**config.mk**
```make
export PLATFORM = sky130hd
export DESIGN_NAME = lcd_hd44780_if
export DESIGN_NICKNAME = d
export VERILOG_FILES = /design/src/rtl/lcd_hd44780_if.sv
export SDC_FILE = /design/constraint.sdc
export NUM_CORES = 1
export LEC_CHECK = 0
export BUFFER_PORTS_ARGS = -buffer_cell sky130_fd_sc_hd__buf_2
export CAP_MARGIN = 20
export CELL_PAD_IN_SITES_DETAIL_PLACEMENT = 0
export CELL_PAD_IN_SITES_GLOBAL_PLACEMENT = 1
export CORE_ASPECT_RATIO = 1.1
export CORE_MARGIN = 1.5
export CORE_UTILIZATION = 45
export DETAILED_ROUTE_END_ITERATION = 8
export PLACE_DENSITY = 0.76
export SYNTH_ARGS = -nofsm -noshare
export SYNTH_HDL_FRONTEND = slang
export SYNTH_SLANG_ARGS = --single-unit
```
**constraint.sdc**
```tcl
create_clock -name CLK -period 10.1 [get_ports CLK]
set_input_delay 1.515 -clock CLK [delete_from_list [all_inputs] [get_ports CLK]]
set_output_delay 1.515 -clock CLK [all_outputs]
set_load 0.005 [all_outputs]
```
**src/rtl/lcd_hd44780_if.sv**
```systemverilog
// HD44780 2x16 character LCD driver over the 4-bit bus.
// Keeps a 32-byte shadow of the display that lcd_control writes into at any time.
// Runs the power-up init sequence on its own and repaints the whole panel on request.
module lcd_hd44780_if #(
    parameter int T_PWRUP = 750000,
    parameter int T_INIT1 = 205000,
    parameter int T_INIT2 = 5000,
    parameter int T_E     = 12,
    parameter int T_CMD   = 2000,
    parameter int T_CLR   = 82000
) (
    input  logic       CLK,
    input  logic       RST,
    input  logic       lcd_row,
    input  logic [3:0] lcd_col,
    input  logic [7:0] lcd_char,
    input  logic       lcd_we,
    input  logic       update,
    output logic       lcd_busy,
    output logic       LCD_E,
    output logic       LCD_RS,
    output logic       LCD_RW,
    output logic [3:0] LCD_DB
);

    typedef enum logic [1:0] {PWRUP, INIT, IDLE, REFRESH} state_t;
    typedef enum logic [2:0] {LOAD, SETUP, EHIGH, ELOW, WAIT} phase_t;

    // Counter reload values; the counter runs down to zero inclusive.
    localparam logic [19:0] C_PWRUP = 20'(T_PWRUP - 1);
    localparam logic [19:0] C_INIT1 = 20'(T_INIT1 - 1);
    localparam logic [19:0] C_INIT2 = 20'(T_INIT2 - 1);
    localparam logic [19:0] C_E     = 20'(T_E - 1);
    localparam logic [19:0] C_CMD   = 20'(T_CMD - 1);
    localparam logic [19:0] C_CLR   = 20'(T_CLR - 1);

    state_t      state;
    phase_t      phase;
    logic [19:0] cnt;
    logic [5:0]  idx;
    logic        half;
    logic [3:0]  low_nib;
    logic        pending;
    logic [7:0]  char_buf [32];

    logic [7:0]  step_byte;
    logic        step_rs;
    logic        step_single;
    logic [19:0] step_wait;
    logic        last_step;
    logic [4:0]  buf_addr;

    assign LCD_RW = 1'b0;

    // Shadow buffer: lcd_control writes land every cycle regardless of the bus activity.
    always_ff @(posedge CLK or negedge RST) begin
        if (!RST) begin
            for (int i = 0; i < 32; i++) char_buf[i] <= 8'h20;
        end else if (lcd_we) begin
            char_buf[{lcd_row, lcd_col}] <= lcd_char;
        end
    end

    // Decode the current step index into the byte to send, its RS, and its post-wait.
    always_comb begin
        step_byte   = 8'h00;
        step_rs     = 1'b0;
        step_single = 1'b0;
        step_wait   = C_CMD;
        last_step   = 1'b0;
        buf_addr    = 5'd0;
        if (state == INIT) begin
            case (idx)
                6'd0: begin step_byte = 8'h30; step_single = 1'b1; step_wait = C_INIT1; end
                6'd1: begin step_byte = 8'h30; step_single = 1'b1; step_wait = C_INIT2; end
                6'd2: begin step_byte = 8'h30; step_single = 1'b1; end
                6'd3: begin step_byte = 8'h20; step_single = 1'b1; end
                6'd4: step_byte = 8'h28;
                6'd5: step_byte = 8'h0C;
                6'd6: step_byte = 8'h06;
                default: begin step_byte = 8'h01; step_wait = C_CLR; last_step = 1'b1; end
            endcase
        end else begin
            if (idx == 6'd0) begin
                step_byte = 8'h80;
            end else if (idx == 6'd17) begin
                step_byte = 8'hC0;
            end else begin
                step_rs   = 1'b1;
                buf_addr  = (idx <= 6'd16) ? 5'(idx - 6'd1) : 5'(idx - 6'd2);
                step_byte = char_buf[buf_addr];
            end
            last_step = (idx == 6'd33);
        end
    end

    // Sequencer: power-up wait, init steps, idle and refresh, each byte split into E-strobed nibbles.
    always_ff @(posedge CLK or negedge RST) begin
        if (!RST) begin
            state    <= PWRUP;
            phase    <= LOAD;
            cnt      <= C_PWRUP;
            idx      <= 6'd0;
            half     <= 1'b0;
            low_nib  <= 4'h0;
            pending  <= 1'b0;
            lcd_busy <= 1'b1;
            LCD_E    <= 1'b0;
            LCD_RS   <= 1'b0;
            LCD_DB   <= 4'h0;
        end else begin
            if (update && state != IDLE) pending <= 1'b1;
            case (state)
                PWRUP: begin
                    if (cnt == 20'd0) begin
                        state <= INIT;
                        phase <= LOAD;
                        idx   <= 6'd0;
                    end else begin
                        cnt <= cnt - 20'd1;
                    end
                end
                IDLE: begin
                    LCD_E <= 1'b0;
                    if (update || pending) begin
                        pending  <= 1'b0;
                        state    <= REFRESH;
                        phase    <= LOAD;
                        idx      <= 6'd0;
                        lcd_busy <= 1'b1;
                    end
                end
                default: begin
                    case (phase)
                        LOAD: begin
                            low_nib <= step_byte[3:0];
                            LCD_DB  <= step_byte[7:4];
                            LCD_RS  <= step_rs;
                            half    <= 1'b0;
                            phase   <= SETUP;
                        end
                        SETUP: begin
                            LCD_E <= 1'b1;
                            cnt   <= C_E;
                            phase <= EHIGH;
                        end
                        EHIGH: begin
                            if (cnt == 20'd0) begin
                                LCD_E <= 1'b0;
                                cnt   <= C_E;
                                phase <= ELOW;
                            end else begin
                                cnt <= cnt - 20'd1;
                            end
                        end
                        ELOW: begin
                            if (cnt != 20'd0) begin
                                cnt <= cnt - 20'd1;
                            end else if (!half && !step_single) begin
                                half   <= 1'b1;
                                LCD_DB <= low_nib;
                                phase  <= SETUP;
                            end else begin
                                cnt   <= step_wait;
                                phase <= WAIT;
                            end
                        end
                        WAIT: begin
                            if (cnt != 20'd0) begin
                                cnt <= cnt - 20'd1;
                            end else if (last_step) begin
                                state    <= IDLE;
                                lcd_busy <= 1'b0;
                                idx      <= 6'd0;
                            end else begin
                                idx   <= idx + 6'd1;
                                phase <= LOAD;
                            end
                        end
                        default: phase <= LOAD;
                    endcase
                end
            endcase
        end
    end

endmodule

```
==> implementation parameters, run 1 <==
Parameter                              Value

Placed design
  Final HPWL DP ... 30500 microns
  Count of input and output buffers ... 23
  Placer congestion estimate ... 0.876

Critical path
  Endpoint of the lowest-slack register-to-register path ... LCD_DB[1]
  Origin of the worst setup path ... idx[1]
  Critical path start-end classification ... register to register
  Depth of the critical timing path with buffers and inverters included ... 10
  CP bufs+invs ... 1
  Crit path max-delay family ... simple AND/OR/NAND/NOR gates
  Maximum fanout along the worst path ... 43
  Highest cell delay on the worst timing path ... 0.80 ns
  Reg2reg setup slack ... 5.70 ns
  Number of cells traversed by the worst register-to-register path ... 10
  Cell with the biggest individual delay on the critical path ... nand2_2
  Arrival time of the worst setup path ... 4.80 ns
  Crit path required time ... 10.50 ns
  Critical Path, Cell by Cell ... inv_1 > ha_2 > or4b_1 > nand2_2 > xnor2_2 > mux4_2 > and2_1 > a2111oi_0 > a211o_1 > o21ai_1
  End of the critical path ... LCD_DB[1]
  Crit start category ... register
  Reg-to-Reg Start ... idx[1]
  Type of element capturing the critical path ... register

Status
  Outcome ... completed

Die
  I/O pins ... 25
  Core box area ... 0.0369 sq mm
  Die span in x ... 187 microns
  Starting utilization of the core area ... 0.455
  Number of rows in the core area ... 74
  Die footprint ... 0.0385 sq mm
  Vertical extent of the die ... 206 microns

Pwr
  Net Switching ... 0.817 mW
  Clock Power Share ... 0.387
  Reported leakage power ... 7.60 nW
  Fraction of power spent switching nets ... 0.250
  Max VDD drop ... 0.000115 V
  Internal power ... 2.44 mW
  Share of power burned in registers ... 0.480
  Power density over the cells ... 176 mW/mm^2
  Fraction of power consumed by combinational cells ... 0.133

Cells and area
  Layout Utilization ... 0.501
  Antenna Cells ... 0
  Area Overhead vs Synth ... 10.1%
  Number of nets in the final layout ... 1428
  Fillers ... 3228
  Fraction of layout cells with a size suffix above 1 ... 0.368

Synthesis
  YS warnings ... 0
  Sequential cell area fraction in the yosys report ... 0.450
  Most used standard cells in the synthesized netlist ... mux2_2 (261), dfrtp_1 (254), nand2_1 (114)
  Fraction of registers with async set/reset ... 1.00
  Biggest area contributors in the synthesized netlist ... dfrtp_1 (38%), mux2_2 (17%), mux4_2 (11%)
  Gate Count Post-Synth ... 1423
  Average size of a mapped cell ... 11.8 sq um
  Leading register cell type out of synthesis ... dfrtp_1
  Area share of the largest cell type after synthesis ... 0.378
  Cell accounting for the most synthesized area ... dfrtp_1
  Flip-flop and latch count after synthesis ... 300
  Number of enable-type register cells in the synthesized netlist ... 0
  Most numerous cell in the Yosys netlist ... mux2_2
  Mapped Area ... 0.0168 sq mm
  Synthesized Nets ... 1450
  Count of unique library cells instantiated by Yosys ... 92

Job
  Max-capacitance violation count ... 0

Global routing
  Wire length of the first global-routing pass ... 73300 microns
  Number of global-route vias before repair ... 12100
  Total track usage ... 0.248
  Residual overflow from global routing ... 0
  Number of antenna violations at the first check in global routing ... 1
  Pin count of the biggest net entering global routing ... 114

Clock network
  Hold buffer count at CTS ... 0
  Clock input transition at the sequential cells of the worst setup and hold paths ... 0.06 ns
  Number of resized instances in the post-cts repair step ... 0
  CTS tree ... built
  Max clock buf depth ... 3
  Root cell of the clock tree ... clkbuf_16
  Clock latency reported for the late side of the worst-skew pair ... 0.52 ns
  Clock Sinks ... 300
  Num CTS Buffers ... 36
  Number of buffers added for setup after CTS ... 0
  CTS H-tree lvls ... 2

STA
  Tcrit/Tclk final ... 0.436
  Worst slew slack as a fraction of its limit ... 0.195
  Final-report setup violation count ... 0
  Setup repair after global routing missed its margin ... no
  Clock period minus final worst setup slack ... 4.40 ns
  F_max ... 0.227 GHz
  Post-Route Setup TNS ... 0 ns
  Worst clock skew on the final layout ... 0.0282 ns
  Tightest Pin Transition ... 1.20 ns
  Final Hold Fails ... 0
  Final Slew Violations ... 0

Routing
  Number of vias after detailed routing ... 12100
  Total wirelength of the detailed-routed design ... 47000 microns
  Number of search-and-repair iterations in the first detailed-routing pass ... 5
  Number of nets still failing antenna checks after routing ... 0
  WL per Instance ... 24.4 microns
  Post-route DRC violation count ... 0
  Routed via count divided by cell count ... 6.31
  Count of routing violations after the opening detailed-route iteration ... 865

Hold path
  Class of the most critical hold timing path ... register to register
==> worst min-delay path by stage <==
stage / start / end / slack [ns] / depth (start not counted)
final: lcd_busy / lcd_busy / 0.48 / 2
after global routing: lcd_busy / lcd_busy / 0.49 / 2
after CTS: lcd_busy / lcd_busy / 0.48 / 2
after detailed placement: half / half / 0.47 / 1
after global placement: lcd_busy / lcd_busy / 0.46 / 2
after floorplan: half / half / 0.45 / 1
==> kinds of logic after synthesis <==
| kind of cell | Yosys count | share of synthesized area |
|---|---|---|
| other | 1 | 0.000223 |
| AND/OR/NAND/NOR | 359 | 0.105 |
| XOR/XNOR | 8 | 0.00462 |
| AO/OA/AOI/OAI | 243 | 0.0961 |
| multiplexers | 381 | 0.307 |
| buffers and inverters | 121 | 0.0297 |
| flip-flops | 300 | 0.450 |
| adder cells (fa/ha/maj) | 10 | 0.00744 |
==> through the flow <==
stage / total power [mW] / instance area [sq um] / instances / setup slack, ns / hold slack [ns]
after floorplan: 1.88 / 16800 / 1423 / 6.09 / 0.450
after global placement: 1.99 / 17300 / 1854 / 5.94 / 0.462
after detailed placement: 2.02 / 17300 / 1856 / 5.80 / 0.471
after CTS: 3.29 / 18500 / 1921 / 5.80 / 0.481
after global routing: 3.40 / 18500 / 1922 / 5.44 / 0.491
final: 3.26 / 18500 / 1922 / 5.70 / 0.475
==> flip-flops by register name, indices dropped and copies added (netlist names) <==
signal,flops
char_buf,256
low_nib,4
LCD_E,1
half,1
cnt,20
LCD_RS,1
lcd_busy,1
state,2
LCD_DB,4
idx,6
pending,1
phase,3
==> area by class of cell <==
class	count	area, sq um	share of cell area
timing repair buffer	49	328	0.0177
multi-input combinational	1002	8790	0.475
inverter	12	45.0	0.00243
clock buffer	57	1100	0.0594
sequential	300	7570	0.409
tap	494	618	0.0334
clock inverter	8	60.1	0.00324
==> per-layer routing <==
metal  vias to the layer above  routed length, microns  track usage
li1                       5332                       -            -
met1                      6292                   20400        0.330
met5                         -                       0            0
met2                       402                   23000        0.418
met3                        93                    2510       0.0428
met4                         0                    1140       0.0720
==> power groups by stage <==
| stage | clock network [mW] | logic (mW) | registers, mW |
|---|---|---|---|
| global route | 1.34 | 0.473 | 1.59 |
| detailed placement | 0 | 0.437 | 1.58 |
| floorplan | 0 | 0.347 | 1.53 |
| global placement | 0 | 0.423 | 1.57 |
| finish | 1.26 | 0.434 | 1.56 |
| CTS | 1.29 | 0.438 | 1.56 |
==> placed cells by master (no fill, tap or decap), types with 10 or more instances in the layout <==
cell type  count
a31oi_1       19
mux2i_1       39
and3_1        12
a21oi_1       44
clkbuf_8      12
buf_2         22
mux2_2       261
dfstp_2       46
mux4_2        81
nand2_1      114
dfrtp_1      252
or3_1         10
nand2b_1      12
nor2_1        82
nor4_1        17
inv_1         11
nand3_1       25
buf_4         24
nor2b_1       13
o21ai_0       59
clkbuf_16     36
o22ai_1       21
nor3_1        27
a211oi_1      10
==> tightest hold or removal path, delay by kind of cell, from the launching register on <==
kind / cells / cell delay (ns)
DFF: 1 / 0.36
AOI/OAI and AO/OA: 1 / 0.06
and+or+nand+nor: 1 / 0.04
Power figures use the tool's default switching activity.
==> run 2, diff against run 1 <==
--- a/config.mk
+++ b/config.mk
@@ -13,7 +13,7 @@
 export CORE_MARGIN = 1.5
 export CORE_UTILIZATION = 45
 export DETAILED_ROUTE_END_ITERATION = 8
-export PLACE_DENSITY = 0.76
+export PLACE_DENSITY = 0.78
 export SYNTH_ARGS = -nofsm -noshare
 export SYNTH_HDL_FRONTEND = slang
 export SYNTH_SLANG_ARGS = --single-unit
==> constraint.sdc (replaced) <==
create_clock -name CLK -period 3.68 [get_ports CLK]
set_input_delay 0.552 -clock CLK [delete_from_list [all_inputs] [get_ports CLK]]
set_output_delay 0.552 -clock CLK [all_outputs]
set_load 0.005 [all_outputs]
==> implementation parameters, run 2 (synthesis gave the netlist of run 1 again) <==
Parameter                              Value

Status
  Outcome ... complete, but fails checks
  Violations in the final reports ... hold timing

Die
  Die span in x ... 187 microns
  Die footprint ... 0.0385 sq mm
  Core box area ... 0.0369 sq mm
  Starting utilization of the core area ... 0.455
  Vertical extent of the die ... 206 microns
  Number of rows in the core area ... 74
  I/O pins ... 25

Placed design
  Number of placed instances with taps included ... 1881
  Final HPWL DP ... 31600 microns
  Placer congestion estimate ... 0.904
  Count of input and output buffers ... 23

Clock network
  Num CTS Buffers ... 35
  Clock Sinks ... 300
  Number of resized instances in the post-cts repair step ... 0
  CTS tree ... built
  Root cell of the clock tree ... clkbuf_16
  Hold buffer count at CTS ... 0
  CTS H-tree lvls ... 2
  Clock latency reported for the late side of the worst-skew pair ... 0.53 ns
  Number of buffers added for setup after CTS ... 0
  Max clock buf depth ... 3
  Clock input transition at the sequential cells of the worst setup and hold paths ... 0.06 ns

Global routing
  Number of antenna violations at the first check in global routing ... 1
  Number of global-route vias before repair ... 12500
  Total track usage ... 0.251
  Pin count of the biggest net entering global routing ... 109
  Wire length of the first global-routing pass ... 74800 microns
  Residual overflow from global routing ... 0

STA
  Final Hold Slack ... -0.00857 ns
  Worst slew slack as a fraction of its limit ... 0.290
  Setup repair after global routing missed its margin ... no
  F_max ... 0.296 GHz
  Tightest Pin Transition ... 1.06 ns
  Post-Route Setup TNS ... 0 ns
  Final Hold Fails ... 4
  Final-report setup violation count ... 0
  Clock period minus final worst setup slack ... 3.38 ns
  Tcrit/Tclk final ... 0.919
  Final Slew Violations ... 0
  Worst clock skew on the final layout ... 0.0193 ns

Cells and area
  Fraction of layout cells with a size suffix above 1 ... 0.377
  Most frequent standard cell in the layout excluding fill and tap cells ... mux2_2
  Final instance count without filler cells ... 1944
  Antenna Cells ... 0
  Number of flip-flops in the largest register ... 256
  Number of nets in the final layout ... 1451
  Area Overhead vs Synth ... 11.5%
  Commonest non-fill, non-tap cells in the layout ... mux2_2 (261), dfrtp_1 (252), nand2_1 (114), nor2_1 (82), mux4_2 (81)
  Leading registers by flop count ... char_buf: 256 flops, cnt: 20 flops, idx: 6 flops
  Most flops, register ... char_buf

Pwr
  Net Switching ... 2.28 mW
  Reported leakage power ... 7.72 nW
  Internal power ... 6.80 mW
  Fraction of power consumed by combinational cells ... 0.135
  Final Total Pwr ... 9.08 mW
  Max VDD drop ... 0.000267 V
  Fraction of power spent switching nets ... 0.251
  Power density over the cells ... 484 mW/mm^2
  Share of power burned in registers ... 0.474
  Clock Power Share ... 0.390

Hold path
  Class of the most critical hold timing path ... input pin to async pin

Routing
  Post-route DRC violation count ... 0
  Number of search-and-repair iterations in the first detailed-routing pass ... 6
  Count of routing violations after the opening detailed-route iteration ... 1065
  Routed via count divided by cell count ... 6.35
  Number of vias after detailed routing ... 12300
  Total wirelength of the detailed-routed design ... 47700 microns
  WL per Instance ... 24.6 microns
  Number of nets still failing antenna checks after routing ... 0

Critical path
  Arrival time of the worst setup path ... 3.83 ns
  Crit path max-delay family ... simple AND/OR/NAND/NOR gates
  Highest cell delay on the worst timing path ... 0.57 ns
  Critical Path, Cell by Cell ... inv_1 > ha_2 > or4b_1 > nand2_2 > buf_4 > mux4_2 > a21oi_1 > a2bb2o_1 > o21ai_0
  Crit path required time ... 4.13 ns
  CP bufs+invs ... 2
  Maximum fanout along the worst path ... 42
  Crit start category ... register
  Type of element capturing the critical path ... register
  Critical path start-end classification ... register to register
  Cell with the biggest individual delay on the critical path ... mux4_2

Job
  Max-capacitance violation count ... 0
==> run 2: power groups by stage <==
| stage | logic, mW | registers [mW] | clock network (mW) |
|---|---|---|---|
| 3_3_place_gp | 1.18 | 4.31 | 0 |
| 6_report | 1.23 | 4.31 | 3.54 |
| 2_1_floorplan | 0.952 | 4.20 | 0 |
| 5_1_grt | 1.33 | 4.38 | 3.73 |
| 4_1_cts | 1.23 | 4.30 | 3.61 |
| 3_5_place_dp | 1.23 | 4.35 | 0 |
==> run 2: path summary, 6_finish.rpt <==
check	endpoint	from	cells after the start	slack, ns
setup reg to reg	LCD_DB[3]	idx[1]	9	0.30
hold / removal	char_buf[228]	RST	1	-0.009
setup / recovery	LCD_DB[3]	idx[1]	9	0.30
min in group CLK	pending	update	3	0.31
hold reg to reg	lcd_busy	lcd_busy	2	0.48
max in group asynchronous	char_buf[126]	RST	2	2.61
==> run 2: cell type report <==
| type | instances | area (sq um) |
|---|---|---|
| clock buffer | 52 | 1020 |
| clock inverter | 11 | 141 |
| fill | 3283 | 18200 |
| inverter | 12 | 45.0 |
| multi-input combinational | 1002 | 8790 |
| sequential | 300 | 7570 |
| tap | 494 | 618 |
| timing repair buffer | 73 | 563 |
==> run 2: through the flow <==
step | worst slack [ns] | util | cell area, sq um
CTS | 0.310 | 0.508 | 18700
finish | 0.299 | 0.508 | 18700
detailed placement | 0.327 | 0.476 | 17600
global placement | 0.329 | 0.476 | 17600
global route | 0.146 | 0.508 | 18700
floorplan | 0.0315 | - | 16800
==> run 2: layer usage <==
metal / share of wire / vias to the layer above / GRT usage
li1: - / 5367 / -
met1: 0.42 / 6383 / 0.335
met2: 0.48 / 474 / 0.414
met3: 0.063 / 118 / 0.0411
met4: 0.036 / 2 / 0.0927
met5: 0.00021 / - / 0
